$ cat src/rtl/btn_event_queue_if.sv
// CPU-side bus of the button event queue: pop/clear controls plus head, flags and debounced levels.
interface btn_event_queue_if;
    logic       rd_en;
    logic       clr_ovf;
    logic [3:0] rd_data;
    logic       empty;
    logic       ovf;
    logic [7:0] state;

    modport master (output rd_en, clr_ovf, input rd_data, empty, ovf, state);
    modport slave  (input rd_en, clr_ovf, output rd_data, empty, ovf, state);
endinterface

$ cat src/rtl/btn_event_queue.sv
// Debounces 8 buttons on a prescaled strobe and queues press (and, with BTN_RELEASE_EVT_EN,
// release) events in a show-ahead FIFO with a sticky overflow flag.
module btn_event_queue #(
    parameter int PRESCALE_W   = 10,
    parameter int DEBOUNCE_CNT = 4,
    parameter int FIFO_DEPTH   = 8
) (
    input  logic                clk,
    input  logic                rst_n,
    input  logic [7:0]          btin,
    btn_event_queue_if.slave    bus
);
    localparam int AW = $clog2(FIFO_DEPTH);
    localparam int CW = (DEBOUNCE_CNT > 1) ? $clog2(DEBOUNCE_CNT) : 1;
    localparam logic [CW-1:0] CNT_MAX = CW'(DEBOUNCE_CNT - 1);

    logic [7:0]                 sync1, sync2, lvl;
    logic [PRESCALE_W-1:0]      pre;
    logic                       strobe;
    logic [7:0][CW-1:0]         cnt;
    logic [7:0]                 diff, qual, win;
    logic [2:0]                 idx;
    logic                       new_lvl, push, pop, wr, drop, full, empty_q;
    logic [3:0]                 code;
    logic [AW:0]                wptr, rptr;
    logic [FIFO_DEPTH-1:0][3:0] mem;

    always_ff @(posedge clk or negedge rst_n) begin
        if (!rst_n) begin
            sync1 <= '0;
            sync2 <= '0;
            pre   <= '0;
        end else begin
            sync1 <= btin;
            sync2 <= sync1;
            pre   <= pre + PRESCALE_W'(1);
        end
    end

    assign strobe = (pre == '0);
    assign diff   = sync2 ^ lvl;

    genvar i;
    generate
        for (i = 0; i < 8; i++) begin : g_btn
            assign qual[i] = strobe & diff[i] & (cnt[i] == CNT_MAX);

            // Qualified losers keep their saturated count and win on a later strobe.
            always_ff @(posedge clk or negedge rst_n) begin
                if (!rst_n)
                    cnt[i] <= '0;
                else if (strobe) begin
                    if (!diff[i] || win[i])
                        cnt[i] <= '0;
                    else if (cnt[i] != CNT_MAX)
                        cnt[i] <= cnt[i] + CW'(1);
                end
            end
        end
    endgenerate

    assign win = qual & (~qual + 8'd1);

    always_comb begin
        idx = '0;
        for (int k = 0; k < 8; k++)
            if (win[k]) idx = 3'(k);
    end

    assign new_lvl = sync2[idx];

`ifdef BTN_RELEASE_EVT_EN
    assign code = {~new_lvl, idx};
    assign push = |qual;
`else
    assign code = {1'b0, idx};
    assign push = (|qual) & new_lvl;
`endif

    assign empty_q = (wptr == rptr);
    assign full    = (wptr[AW] != rptr[AW]) && (wptr[AW-1:0] == rptr[AW-1:0]);
    assign pop     = bus.rd_en & ~empty_q;
    assign wr      = push & (~full | pop);
    assign drop    = push & full & ~pop;

    always_ff @(posedge clk or negedge rst_n) begin
        if (!rst_n) begin
            lvl     <= '0;
            wptr    <= '0;
            rptr    <= '0;
            mem     <= '0;
            bus.ovf <= 1'b0;
        end else begin
            if (|qual)
                lvl <= lvl ^ win;
            if (wr) begin
                mem[wptr[AW-1:0]] <= code;
                wptr              <= wptr + (AW+1)'(1);
            end
            if (pop)
                rptr <= rptr + (AW+1)'(1);
            if (drop)
                bus.ovf <= 1'b1;
            else if (bus.clr_ovf)
                bus.ovf <= 1'b0;
        end
    end

    assign bus.rd_data = mem[rptr[AW-1:0]];
    assign bus.empty   = empty_q;
    assign bus.state   = lvl;
endmodule

$ cat src/flat_wrapper.sv
// flat-port wrapper written by rule: the top's interface ports become plain ports
module btn_event_queue_flat 
#(
    parameter int PRESCALE_W   = 10,
    parameter int DEBOUNCE_CNT = 4,
    parameter int FIFO_DEPTH   = 8
)
  (clk, rst_n, btin, bus_rd_en, bus_clr_ovf, bus_rd_data, bus_empty, bus_ovf, bus_state);
  btn_event_queue_if bus_i ();
  input  logic clk;
  input  logic rst_n;
  input  logic [7:0] btin;
  input wire logic [$bits(bus_i.rd_en)-1:0] bus_rd_en;
  input wire logic [$bits(bus_i.clr_ovf)-1:0] bus_clr_ovf;
  output wire logic [$bits(bus_i.rd_data)-1:0] bus_rd_data;
  output wire logic [$bits(bus_i.empty)-1:0] bus_empty;
  output wire logic [$bits(bus_i.ovf)-1:0] bus_ovf;
  output wire logic [$bits(bus_i.state)-1:0] bus_state;
  assign bus_i.rd_en = bus_rd_en;
  assign bus_i.clr_ovf = bus_clr_ovf;
  assign bus_rd_data = bus_i.rd_data;
  assign bus_empty = bus_i.empty;
  assign bus_ovf = bus_i.ovf;
  assign bus_state = bus_i.state;
  btn_event_queue #(.PRESCALE_W(PRESCALE_W), .DEBOUNCE_CNT(DEBOUNCE_CNT), .FIFO_DEPTH(FIFO_DEPTH)) u_core (.clk(clk), .rst_n(rst_n), .btin(btin), .bus(bus_i));
endmodule
$ cat config.mk
export PLATFORM = sky130hd
export DESIGN_NAME = btn_event_queue_flat
export DESIGN_NICKNAME = d
export VERILOG_FILES = /design/src/rtl/btn_event_queue_if.sv /design/src/rtl/btn_event_queue.sv /design/src/flat_wrapper.sv
export SDC_FILE = /design/constraint.sdc
export NUM_CORES = 1
export LEC_CHECK = 0
export CAP_MARGIN = 20
export CORE_ASPECT_RATIO = 1.75
export CORE_UTILIZATION = 38
export DETAILED_ROUTE_END_ITERATION = 8
export GPL_ROUTABILITY_DRIVEN = 0
export REMOVE_ABC_BUFFERS = 1
export SYNTH_ARGS = -nofsm -noshare
export SYNTH_HDL_FRONTEND = slang
export SYNTH_SLANG_ARGS = --single-unit
$ cat constraint.sdc
create_clock -name clk -period 8.3 [get_ports clk]
set_input_delay 1.66 -clock clk [delete_from_list [all_inputs] [get_ports clk]]
set_output_delay 1.66 -clock clk [all_outputs]
set_load 0.1 [all_outputs]
### After elaboration in Yosys (flattened, before gate mapping)

Cells that the tools add are included.

| cells by class | value |
|---|---|
| reductions and logical operators | 37 |
| multiplexer cells | 32 |
| equal/unequal tests | 19 |
| order comparisons | 4 |
| bitwise gates (word level) | 29 |
| add/subtract/negate cells | 12 |

Operators by type and width:

| cell | number |
|---|---|
| 2-to-1 mux 2 bit | 18 |
| bitwise mux 32 bit | 1 |
| AND 1 bit | 21 |
| nonzero test 2 bit | 9 |
| adder 2 x 1 -> 2 bit (second input constant) | 8 |
| equality test 2 bit (second input constant) | 8 |
| != test 2 bit (second input constant) | 8 |
| AND reduction 2 bit | 8 |
| bitwise XOR 8 bit | 2 |
| binary-select mux 4 bit (select 3 bit) | 1 |
| demux 4 bit (select 3 bit) | 1 |
| less-than comparator 3 x 4 -> 1 bit (second input constant) | 3 |
| 2-to-1 mux 3 bit | 4 |
| adder 10 x 1 -> 10 bit (second input constant) | 1 |
| logical NOT 10 bit | 1 |
| adder 4 x 1 -> 4 bit (second input constant) | 2 |
| adder 8 x 1 -> 8 bit (second input constant) | 1 |
| AND 8 bit | 1 |
| logical NOT 1 bit | 8 |
| logical OR 1 bit | 8 |
| 2-to-1 mux 4 bit | 2 |
| inverter 8 bit | 1 |
| OR reduction 8 bit | 1 |
| equality test 4 bit | 1 |
| other kinds (8) | 14 |

| storage, ports and cells | value |
|---|---|
| register bits after elaboration | 91 |
| output and inout port bits | 14 |
| logic and storage cells | 156 |
| input bits | 12 |

### Logic depth before layout (Yosys ltp)

| depth | value |
|---|---|
| word-level depth | 19 |
| depth in mapped cells | 10 |
| depth with buffers taken out | 9 |

### Worst setup path before layout

OpenSTA, ideal clock, no wires.

| path | value |
|---|---|
| path kind | register -> register |
| start point | register u_core.lvl[4] (netlist: u_core.bus.state[4]) |
| end point | register u_core.mem[0] in the netlist's numbering |
| path slack | 4822 ps |
| path buffers | 0 |
| setup time | 125 ps |
| stages on the path, launching flop included | 8 |
| data required time | 8175 ps |
| period minus slack after synthesis | 3478 ps |
| arrival time | 3353 ps |
| path through | dfrtp_1 -> xor2_1 -> a22oi_1 -> nand4_1 -> o21ai_2 -> mux2_2 -> nor4_2 -> mux2_2 |

| between the ends | value |
|---|---|
| cells in the longest elaborated chain, start to end | 14 |
| elaborated cells on any way between the ends | 16 |
| classes of those cells | add/sub (1); mux (7); bitwise (7); reduce/logical (1) |

RTL lines:

| item | line | source |
|---|---|---|
| start, declared | btn_event_queue.sv:17 | `logic [7:0] sync1, sync2, lvl;` |
| start signal, assigned | btn_event_queue.sv:95 | `lvl <= lvl ^ win;` |
| bitwise XOR 8 bit * | btn_event_queue.sv:41 | `assign diff = sync2 ^ lvl;` |
| AND 1 bit * (2 in a row) | btn_event_queue.sv:46 | `assign qual[i] = strobe & diff[i] & (cnt[i] == CNT_MAX);` |
| inverter 8 bit | btn_event_queue.sv:62 | `assign win = qual & (~qual + 8'd1);` |
| adder 8 x 1 -> 8 bit | btn_event_queue.sv:62 |  |
| AND 8 bit | btn_event_queue.sv:62 |  |
| 2-to-1 mux 3 bit (4 in a row) | btn_event_queue.sv:67 | `if (win[k]) idx = 3'(k);` |
| binary-select mux 1 bit (select 3 bit) | btn_event_queue.sv:70 | `assign new_lvl = sync2[idx];` |
| 2-to-1 mux 1 bit (implied by the code) | btn_event_queue.sv:70 |  |
| AND 1 bit | btn_event_queue.sv:77 | `assign push = (\|qual) & new_lvl;` |
| AND 1 bit | btn_event_queue.sv:83 | `assign wr = push & (~full \| pop);` |
| end signal, assigned by index | btn_event_queue.sv:97 | `mem[wptr[AW-1:0]] <= code;` |
| end, declared | btn_event_queue.sv:26 | `logic [FIFO_DEPTH-1:0][3:0] mem;` |

Mark *: on every way between the ends. The rest lies on a longest branch, timed or not. The select of a mux whose other input is x is not followed.
A chain may end at the register's enable or synchronous reset.

### Worst setup path in the final report

| path | value |
|---|---|
| start point | register u_core.rptr[0] |
| end point | output port bus_rd_data[1] |

| between the ends | value |
|---|---|
| cells in the longest elaborated chain, start to end | 2 |

RTL lines:

| item | line | source |
|---|---|---|
| start, declared | btn_event_queue.sv:25 | `logic [AW:0] wptr, rptr;` |
| start signal, assigned | btn_event_queue.sv:101 | `rptr <= rptr + (AW+1)'(1);` |
| binary-select mux 4 bit (select 3 bit) | btn_event_queue.sv:109 | `assign bus.rd_data = mem[rptr[AW-1:0]];` |
| 2-to-1 mux 4 bit (implied by the code) | btn_event_queue.sv:109 |  |
| end, declared | flat_wrapper.sv:15 | `output wire logic [$bits(bus_i.rd_data)-1:0] bus_rd_data;` |

No other way between the ends. The select of a mux whose other input is x is not followed.

==> metrics.txt <==
# TYPE chip_impl_metric gauge
chip_impl_metric{name="clock_buffers_created_by_tritoncts",unit=""} 9
chip_impl_metric{name="synth_cell_type_count",unit=""} 54
chip_impl_metric{name="netlist_instances",unit=""} 340
chip_impl_info{name="setup.worst_path.start_class",value="flop"} 1
chip_impl_info{name="path_cells",value="mux4_2, mux2_2, clkdlybuf4s50_1"} 1
chip_impl_metric{name="drive_above_1_share",unit=""} 0.207
chip_impl_info{name="timing.setup.critical_path_class",value="reg2out"} 1
chip_impl_info{name="worst_hold_path_type",value="reg2reg"} 1
chip_impl_metric{name="fmaxAchievable",unit="MHz"} 224
chip_impl_metric{name="timing.max_slew.rel_slack",unit=""} 0.351
chip_impl_metric{name="worst_setup_hold_path_clk_slew",unit="ns"} 0.06
chip_impl_metric{name="die_h",unit="um"} 140
chip_impl_metric{name="edff_count_synth",unit=""} 0
chip_impl_metric{name="clock-sinks",unit=""} 83
chip_impl_metric{name="post_synthesis_register_bit_count",unit=""} 83
chip_impl_metric{name="worst_slew_pin_slew",unit="ns"} 0.970
chip_impl_metric{name="design.die.area",unit="sq mm"} 0.0113
chip_impl_metric{name="iteration_0_drc_markers",unit=""} 143
chip_impl_metric{name="antennaDiodeCount",unit=""} 0
chip_impl_metric{name="first_global_vias",unit=""} 2786
chip_impl_metric{name="drt-total-wl",unit="um"} 8180
chip_impl_metric{name="power_per_cell_area",unit="mW/mm^2"} 174
chip_impl_info{name="cp_top_family",value="buffers and inverters"} 1
chip_impl_metric{name="setup_viol_count_final",unit=""} 0
chip_impl_metric{name="antenna_found_initial",unit=""} 0
chip_impl_metric{name="io-pin-count",unit=""} 26
chip_impl_metric{name="fin_area",unit="sq mm"} 0.00484
chip_impl_metric{name="floorplan.rows",unit=""} 50
chip_impl_info{name="root_buffer",value="clkbuf_16"} 1
chip_impl_metric{name="placed_area",unit="sq mm"} 0.00450
chip_impl_metric{name="maxSlewViolCount",unit=""} 0
chip_impl_metric{name="worst_path_largest_cell_delay",unit="ns"} 0.97
chip_impl_metric{name="maxCapViolations",unit=""} 0
chip_impl_metric{name="htree_levels",unit=""} 3
chip_impl_info{name="capture_instance_of_the_worst_register_to_register_path",value="u_core.mem[13]"} 1
chip_impl_metric{name="timing.clock.skew",unit="ns"} 0.00719
chip_impl_info{name="synth-main-ff-cell",value="dfrtp_1"} 1
chip_impl_info{name="critPathSlowestCell",value="clkdlybuf4s50_1"} 1
chip_impl_metric{name="post-cts-setup-buffer-count",unit=""} 0
chip_impl_metric{name="finalNetCount",unit=""} 391
chip_impl_metric{name="cp_arrival",unit="ns"} 2.81
chip_impl_metric{name="critical_path.max_fanout",unit=""} 10
chip_impl_metric{name="clock_latency",unit="ns"} 0.33
chip_impl_metric{name="synthesis.yosys.warnings",unit=""} 0
chip_impl_metric{name="worst-r2r-setup-slack",unit="ns"} 4.62
chip_impl_info{name="holdCritStartpoint",value="u_core.sync1[0]"} 1
chip_impl_metric{name="timing.critical_path.depth",unit=""} 3
chip_impl_info{name="tritoncts_clock_tree",value="done"} 1
chip_impl_metric{name="1st_pass_router_iterations",unit=""} 4
chip_impl_info{name="worst_r2r_startpoint",value="u_core.pre[0]"} 1
chip_impl_metric{name="max-vdd-ir-drop",unit="mV"} 0.120
chip_impl_metric{name="grt_first_pass_wirelength",unit="um"} 13600
chip_impl_metric{name="r2r.worst_path.cells",unit=""} 9
chip_impl_metric{name="synth.avg_cell_area",unit="sq um"} 12.2
chip_impl_metric{name="synth.cell_area",unit="sq mm"} 0.00414
chip_impl_metric{name="dp_hpwl",unit="um"} 6060
chip_impl_metric{name="report.final.hold_viol_count",unit=""} 0
chip_impl_metric{name="globalRouteTotalUtil",unit=""} 0.160
chip_impl_metric{name="maximum_number_of_pins_on_one_net_before_global_route_repair",unit=""} 84
chip_impl_metric{name="asyncSetResetFlopFracSynth",unit=""} 1.00
chip_impl_metric{name="total_of_buffers_placed_on_input_and_output_ports",unit=""} 24
chip_impl_metric{name="post_cts_resize_count",unit=""} 0
chip_impl_metric{name="drc",unit=""} 0
chip_impl_metric{name="fin_crit",unit="ns"} 4.47
chip_impl_metric{name="nFillCells",unit=""} 969
chip_impl_metric{name="synthToLayoutAreaGrowth",unit="%"} 16.8
chip_impl_info{name="cp-startpoint",value="u_core.rptr[0]"} 1
chip_impl_metric{name="overflow",unit=""} 0
chip_impl_info{name="endpoint_kind",value="primary output"} 1
chip_impl_metric{name="chipWidth",unit="um"} 80.9
chip_impl_metric{name="worst_ep_required_time",unit="ns"} 6.64
chip_impl_metric{name="post-route-period-util",unit=""} 0.539
chip_impl_info{name="critPathCapture",value="bus_rd_data[1]"} 1
chip_impl_metric{name="routed_via_density",unit=""} 5.39
chip_impl_metric{name="initial_util",unit=""} 0.390
chip_impl_info{name="run_status",value="finished clean"} 1
chip_impl_metric{name="placeableCoreArea",unit="sq mm"} 0.0106
chip_impl_metric{name="total_leakage_power",unit="nW"} 2.16
chip_impl_metric{name="drt-wirelength-per-cell",unit="um"} 16.3
chip_impl_metric{name="postRouteAntennaNets",unit=""} 0
chip_impl_metric{name="cts_hold_buf",unit=""} 0
chip_impl_metric{name="max-clock-path-buffers",unit=""} 2
chip_impl_metric{name="path_buf_inv",unit=""} 1
chip_impl_metric{name="synth_seq_area_share",unit=""} 0.501
chip_impl_info{name="grt_setup_unrepaired",value="false"} 1
chip_impl_metric{name="detailroute.via_count",unit=""} 2704
chip_impl_metric{name="setup-tns-final",unit="ns"} 0
## sequential cells by signal (all words and copies together), names as in the netlist
name and cells:
u_core.mem 24, u_core.cnt 16, u_core.pre 10, u_core.bus.state 8, u_core.sync1 8, u_core.sync2 8, u_core.rptr 4, u_core.wptr 4
u_core.bus.ovf 1
## routing by layer
metal	global-route usage	part of all wire
met2	0.278	0.55
met5	0	0
met4	0.0667	0.021
met1	0.186	0.40
met3	0.0313	0.024
## per-stage QoR
step	util	std cells	hold WS, ns	setup slack, ns	total power (W)
finish	0.455	502	0.348	3.83	0.000841
global placement	0.423	485	0.332	4.19	0.000441
CTS	0.453	501	0.350	3.78	0.000852
floorplan	-	330	0.331	4.82	0.000426
detailed placement	0.423	485	0.335	4.16	0.000442
global route	0.455	502	0.355	3.70	0.000874
## worst min path at each step
stage	to	slack, ns	cells past startpoint
2_1_floorplan	u_core.sync2[0]	0.33	0
3_3_place_gp	u_core.sync2[6]	0.33	0
3_5_place_dp	u_core.sync2[0]	0.33	0
4_1_cts	u_core.sync2[0]	0.35	0
5_1_grt	u_core.sync2[2]	0.35	0
6_report	u_core.sync2[0]	0.35	0
## power by group
group,leakage (nW),internal (W),switching [W],total [W]
logic,0.908,0.00000846,0.0000147,0.0000232
registers,1.11,0.000408,0.00000322,0.000412
clock network,0.146,0.000244,0.000162,0.000406
total,2.16,0.000661,0.000180,0.000841
## Yosys cell counts (3+ instances only)
| library cell | instances | area share |
|---|---|---|
| nor4_2 | 6 | 0.018 |
| xnor2_1 | 19 | 0.040 |
| nand4_1 | 10 | 0.015 |
| and3_1 | 3 | 0.0045 |
| nor3_1 | 8 | 0.0097 |
| nor3b_1 | 4 | 0.0072 |
| nand2_1 | 21 | 0.019 |
| ha_1 | 12 | 0.036 |
| mux4_2 | 6 | 0.033 |
| a211oi_1 | 3 | 0.0054 |
| dfrtp_1 | 83 | 0.50 |
| xor2_1 | 17 | 0.036 |
| o21ai_0 | 9 | 0.011 |
| inv_1 | 10 | 0.0091 |
| nor4b_1 | 3 | 0.0063 |
| mux2_4 | 3 | 0.011 |
| a22o_1 | 5 | 0.011 |
| nand3_1 | 16 | 0.019 |
| a22oi_1 | 5 | 0.0091 |
| nor2_1 | 14 | 0.013 |
| clkbuf_1 | 6 | 0.0054 |
| mux2_2 | 36 | 0.098 |
## placed cells by master, fill, tap and decap left out, drive strengths merged, types with 12 or more instances in the layout
cell	count
ha	12
clkdlybuf4s50	23
inv	12
nand2	21
xnor2	19
dfrtp	83
xor2	17
mux2	39
nor2	14
nand3	16
## area by class of cell
cell class              instances  area, sq um  share of cell area
multi-input cells             237         1980               0.409
inverters                      10         37.5             0.00775
repair buffers                 26          273              0.0563
flip-flops and latches         83         2080               0.429
clock inverters                 6         71.3              0.0147
clock buffers                  10          239              0.0494
well taps                     130          163              0.0336
## cells by family after synthesis
family,after synthesis,share of synthesized area
other,1,0.000905
flip-flops,83,0.501
XOR/XNOR,36,0.0761
AND/OR/NAND/NOR,97,0.137
multiplexers,47,0.146
adder cells (fa/ha/maj),12,0.0362
AO/OA/AOI/OAI,44,0.0812
buffers and inverters,20,0.0208
(Power assumes the default switching activity.)
==> edit 1: new RTL, config.mk and constraints unchanged <==
`PRESCALE_W` is set to 10 in 2 places; all go to 20.
--- a/src/rtl/btn_event_queue.sv
+++ b/src/rtl/btn_event_queue.sv
@@ -2,5 +2,5 @@
 // release) events in a show-ahead FIFO with a sticky overflow flag.
 module btn_event_queue #(
-    parameter int PRESCALE_W   = 10,
+    parameter int PRESCALE_W   = 20,
     parameter int DEBOUNCE_CNT = 4,
     parameter int FIFO_DEPTH   = 8
--- a/src/flat_wrapper.sv
+++ b/src/flat_wrapper.sv
@@ -2,5 +2,5 @@
 module btn_event_queue_flat 
 #(
-    parameter int PRESCALE_W   = 10,
+    parameter int PRESCALE_W   = 20,
     parameter int DEBOUNCE_CNT = 4,
     parameter int FIFO_DEPTH   = 8
Behaviour: same outputs for any inputs over 10 cycles, from zero or initial values and one cycle with rst_n low; that may be too few to reach the edited logic, so the function may still have changed.
==> edit 1 against the unedited design <==
  * Count of clock-buffer cells in the layout grew 2
  * Largest power group unchanged
  * Power grew 5.4%
  * Sequential share of layout area grew 3.4 points
  * Hold slack gained 0.00051 ns
  * Worst setup slack lost 0.032 ns
  * Sequential cell count grew 10
  * Wire length grew 2.6%
  * Critical path depth is the same
  * Critical path type unchanged
  * Cell area grew 3.8%
  * Synthesized area grew 5.4%
==> edit 1: results (changes against the unedited design) <==
- Result of the run: complete, no violations
- Initial detailed-routing violation count: 145 (+1.4%)
* Sequential cell area fraction in the yosys report: 53.3% (+3.2 points)
- Arrival time at the worst endpoint: 2.85 ns (+0.04 ns)
- The initial antenna violation count was 0 (unchanged).
- The total routing usage reported by global routing was 15.8% (-0.15 points).
* Vias per cell: 5.34 (-0.92%)
- Reg clk slew, reported paths: approximately 0.07 ns
- Hold path depth: 0 (unchanged)
- Worst reg2reg path depth: 10 (+1)
- The post-detailed-placement half-perimeter wirelength is 6050 microns (-0.10%).
* Biggest regs: u_core.mem x24, u_core.pre x20, u_core.cnt x16
- The adder-cell share of the synthesized area came to 3.44% (-0.18 points).
- CTS Buf Count: 9 (unchanged)
- The fraction of met3 tracks used by global routing came to 3.45% (+0.32 points).
* Most common library cells after synthesis: sky130_fd_sc_hd__dfrtp_1 (93), sky130_fd_sc_hd__xnor2_1 (27), sky130_fd_sc_hd__mux2_2 (24)
* Launch point of the worst path: u_core.rptr[0]$_DFFE_PN0P_
* CP max-delay cell: sky130_fd_sc_hd__clkdlybuf4s50_1
- Post-DR wirelength/cell: 16.0 microns (-1.9%)
* Maximum net fanout on the critical path: 10 (unchanged)
* Drt pass-1 iters: 4 (unchanged)
- The number of unique standard cell types used by synthesis was 46 (-15%).
- Via count of the first global-routing pass: 2986 (+7.2%)
- Top cells by area, synth: sky130_fd_sc_hd__dfrtp_1 (53%), sky130_fd_sc_hd__mux2_2 (6.2%), sky130_fd_sc_hd__xnor2_1 (5.4%), sky130_fd_sc_hd__mux4_2 (4.1%), sky130_fd_sc_hd__xor2_1 (3.8%)
* Worst-case register-to-register setup slack: 4.12 ns (-0.50 ns)
- Met2 GRT Util: 28.8% (+1.0 points)
* Number of setup buffers added after CTS: 0 (unchanged)
* Cells resized by post-CTS repair: 0 (unchanged)
* Worst slack on hold paths: 0.348 ns (+0.000511 ns)
- Ratio of cells with drive above 1 in the final layout: 15.8% (-4.9 points)
- The global routing met1 resource utilization is 17.7% (-0.95 points).
- Xor/xnor share of the synthesized area: 9.23% (+1.6 points)
* Worst path max stage delay: 0.96 ns
- The met3 wire length is 196 microns (-0.51%).
* Met1 Routed Length: 3440 microns (+4.5%)
* H-tree lvl count: 3 (unchanged)
- Ant. Diodes: 0 (unchanged)
* Pin count of the biggest net entering global routing: 57 (-32%)
- Leak: 2.25 nW (+4.3%)
- The proportion of synthesized area in mux cells came to 11.5% (-3.2 points).
- The tree is rooted in a sky130_fd_sc_hd__clkbuf_16.
* Max Buffers Root-to-Sink: 2 (unchanged)
* Clock Latency Late Sink: 0.34 ns
* Worst Skew: 0.00719 ns (-0.00000244 ns)
- The endpoint identified for the worst register-to-register timing path is u_core.mem[18]$_DFFE_PN0P_.
- IR Drop Worst-Case VDD: 0.156 mV (+29%)
- Met2 WL: 4640 microns (+2.7%)
- The final-stage net count is 412 (+5.4%).
* Primary FF master, synth: sky130_fd_sc_hd__dfrtp_1
- Compound-gate portion of the synthesized area: 7.11% (-1.0 points)
- The wire length of the first global-routing pass was 14600 microns (+7.7%).
- The relative slew slack is 30.6% (-4.5 points).
-- edit 1: report_power, final --
group | switching, mW | internal (mW)
clock | 0.166 | 0.241
sequential | 0.00217 | 0.457
combinational | 0.0137 | 0.00686
-- edit 1: through the flow --
step	cells	instance area, sq um	setup WS (ns)
after CTS	525	5020	3.76
after floorplan	351	4310	4.52
final	525	5020	3.79
after global routing	525	5020	3.70
after global placement	509	4730	4.04
after detailed placement	509	4730	4.05
-- edit 1: critical path: cells and delay by family, from the launching register on --
| kind | cells | cell delay [ns] |
|---|---|---|
| mux | 2 | 0.85 |
| buf+inv | 1 | 0.96 |
| flops | 1 | 0.69 |
-- edit 1: kinds of logic after synthesis --
family / after synthesis
simple gates: 105
flops: 93
xor+xnor: 46
compound gates: 45
mux: 36
buf+inv: 25
fa+ha+maj: 12
other cells: 1
-- edit 1: final cells by class --
cell class	count	area, sq um
fillers	1025	6140
flip-flops and latches	93	2330
clock inverters	4	47.5
inverters	13	48.8
clock buffers	12	246
well taps	132	165
repair buffers	26	253
multi-input cells	245	1940
-- edit 1: worst min-delay path by stage --
| stage | start | endpoint |
|---|---|---|
| after floorplan | u_core.sync1[0]$_DFF_PN0_ | u_core.sync2[0]$_DFF_PN0_ |
| after global placement | u_core.sync1[0]$_DFF_PN0_ | u_core.sync2[0]$_DFF_PN0_ |
| after detailed placement | u_core.sync1[2]$_DFF_PN0_ | u_core.sync2[2]$_DFF_PN0_ |
| after CTS | u_core.sync1[2]$_DFF_PN0_ | u_core.sync2[2]$_DFF_PN0_ |
| after global routing | u_core.sync1[2]$_DFF_PN0_ | u_core.sync2[2]$_DFF_PN0_ |
| final | u_core.sync1[2]$_DFF_PN0_ | u_core.sync2[2]$_DFF_PN0_ |
==> edit 2: new RTL, config.mk and constraints unchanged <==
Made on the original files. Make the reset (`rst_n`) synchronous in 3 clocked blocks.
--- a/src/rtl/btn_event_queue.sv
+++ b/src/rtl/btn_event_queue.sv
@@ -26,5 +26,5 @@
     logic [FIFO_DEPTH-1:0][3:0] mem;
 
-    always_ff @(posedge clk or negedge rst_n) begin
+    always_ff @(posedge clk) begin
         if (!rst_n) begin
             sync1 <= '0;
@@ -47,5 +47,5 @@
 
             // Qualified losers keep their saturated count and win on a later strobe.
-            always_ff @(posedge clk or negedge rst_n) begin
+            always_ff @(posedge clk) begin
                 if (!rst_n)
                     cnt[i] <= '0;
@@ -84,5 +84,5 @@
     assign drop    = push & full & ~pop;
 
-    always_ff @(posedge clk or negedge rst_n) begin
+    always_ff @(posedge clk) begin
         if (!rst_n) begin
             lvl     <= '0;
Check against the original RTL: same outputs for any inputs over 10 cycles, from zero or initial values and one cycle with rst_n low; that may be too few to reach the edited logic, so the function may still have changed.
==> edit 2 against the unedited design <==
  * Critical path depth did not move
  * Synthesized area is 1.7% lower
  * Cell area shrank 3.5%
  * Power is 0.42% lower
  * Cell count up 13%
  * Sequential cell count stayed put
  * Worst setup slack worse by 0.0094 ns
  * Wire length is 2.4% higher
  * Clock power down 5.4%
  * Sequential share of layout area decreased by 7.3 points
  * Largest power group unchanged
==> edit 2: results (changes against the unedited design) <==
- The count of routing violations after the opening detailed-route iteration is 84 (-41%).
- The global routing usage on met2 was 28.4% (+0.61 points).
* Pin count of the biggest net entering global routing: 91 (+8.3%)
* Total cell area at the placement stage: 4390 sq um (-2.6%)
- Worst slack on hold paths: 0.433 ns (+0.0849 ns)
- Vias per cell: 5.22 (-3.1%)
- The worst register-to-register path begins at u_core.pre[3]$_SDFF_PN0_.
- WL final: 8380 microns (+2.4%)
- The switching component of the power came to 0.208 mW (+16%).
- The via count of the first global-routing pass is 2902 (+4.2%).
- All-layer global routing usage: 16.3% (+0.28 points)
* Result of the run: complete, no violations
- Number of unique standard cell types used by synthesis: 53 (-1.9%)
- The area of the die was 11200 sq um (-1.6%).
- The global routing met1 resource utilization was 17.4% (-1.2 points).
- The clock skew after layout is 0.00913 ns (+0.00193 ns).
- Sequential cell area fraction in the yosys report: 40.8% (-9.3 points)
- The worst hold path terminates at u_core.sync2[4]$_SDFF_PN0_.
- Worst path max stage delay: 0.97 ns (about the same)
- Worst reg2reg path depth: 8 (-1)
* Most common library cells after synthesis: sky130_fd_sc_hd__dfxtp_1 (83), sky130_fd_sc_hd__nand2_1 (51), sky130_fd_sc_hd__and2_1 (32), sky130_fd_sc_hd__mux2i_1 (32), sky130_fd_sc_hd__xnor2_1 (22)
- The relative slew slack was 35.0% (-0.13 points).
* Routed met3 length: 185 microns (-6.1%)
- The final-layout fill cell count was 995 (+2.7%).
- Top cells by area, synth: sky130_fd_sc_hd__dfxtp_1 (41%), sky130_fd_sc_hd__mux2i_1 (7.9%), sky130_fd_sc_hd__and2_1 (4.9%), sky130_fd_sc_hd__xnor2_1 (4.7%), sky130_fd_sc_hd__nand2_1 (4.7%)
- The endpoint identified for the worst register-to-register timing path is u_core.mem[30]$_SDFFE_PN0P_.
- In this run the most critical hold path is launched from u_core.sync1[4]$_SDFF_PN0_.
- Launch point of the worst path: u_core.rptr[0]$_SDFFE_PN0P_
- Met3 Track Usage GR: 3.55% (+0.43 points)
* Global-route wire length before repair: 13800 microns (+1.7%)
* Arrival time at the worst endpoint: 2.82 ns (about the same)
* Worst-case register-to-register setup slack: 4.91 ns (+0.29 ns)
- Ratio of cells with drive above 1 in the final layout: 9.57% (-11 points)
- Leak: 2.00 nW (-7.7%)
* Async set-reset flop share out of synthesis: 0% (-100 points)
- The amount of wire on met2 after detailed routing was 4450 microns (-1.5%).
- Number of nets at the end of the flow: 458 (+17%)
-- edit 2: changes by cell type after synthesis, sizes merged, moves of 30 or more --
| cell | before | now |
|---|---|---|
| nand2 | 21 | 51 |
| mux2i | 2 | 32 |
| mux2 | 39 | 3 |
| and2 | 2 | 34 |
| dfrtp | 83 | 0 |
| dfxtp | 0 | 83 |
-- edit 2: metrics by stage --
stage                     cells  setup slack (ns)  power (mW)
after global placement      550              4.17       0.461
after global routing        566              3.70       0.872
after CTS                   566              3.78       0.849
after detailed placement    550              4.15       0.463
final                       566              3.82       0.837
after floorplan             398              5.02       0.443
-- edit 2: power by group through the flow --
stage | Combinational, mW | Clock (mW) | Sequential (mW)
2_1_floorplan | 0.0266 | 0 | 0.417
3_3_place_gp | 0.0432 | 0 | 0.418
3_5_place_dp | 0.0445 | 0 | 0.418
4_1_cts | 0.0446 | 0.395 | 0.409
5_1_grt | 0.0489 | 0.413 | 0.410
6_report | 0.0443 | 0.384 | 0.409
-- edit 2: cell type report --
cell class,instances,area (sq um),share of cell area [%]
multi-input cells,307,2290,49.1
flip-flops and latches,83,1660,35.6
repair buffers,25,243,5.20
clock buffers,9,225,4.82
well taps,127,159,3.40
clock inverters,7,58.8,1.26
inverters,8,30.0,0.643
-- edit 2: kinds of logic (layout without fill, tap and decap cells) --
family | after synthesis | after routing | synth area share (%)
xor+xnor | 33 | 33 | 7.09
flops | 83 | 83 | 40.8
other cells | 1 | 1 | 0.0920
mux | 41 | 41 | 12.0
buf+inv | 29 | 49 | 2.98
compound gates | 49 | 49 | 8.35
fa+ha+maj | 12 | 12 | 3.68
simple gates | 171 | 171 | 25.0
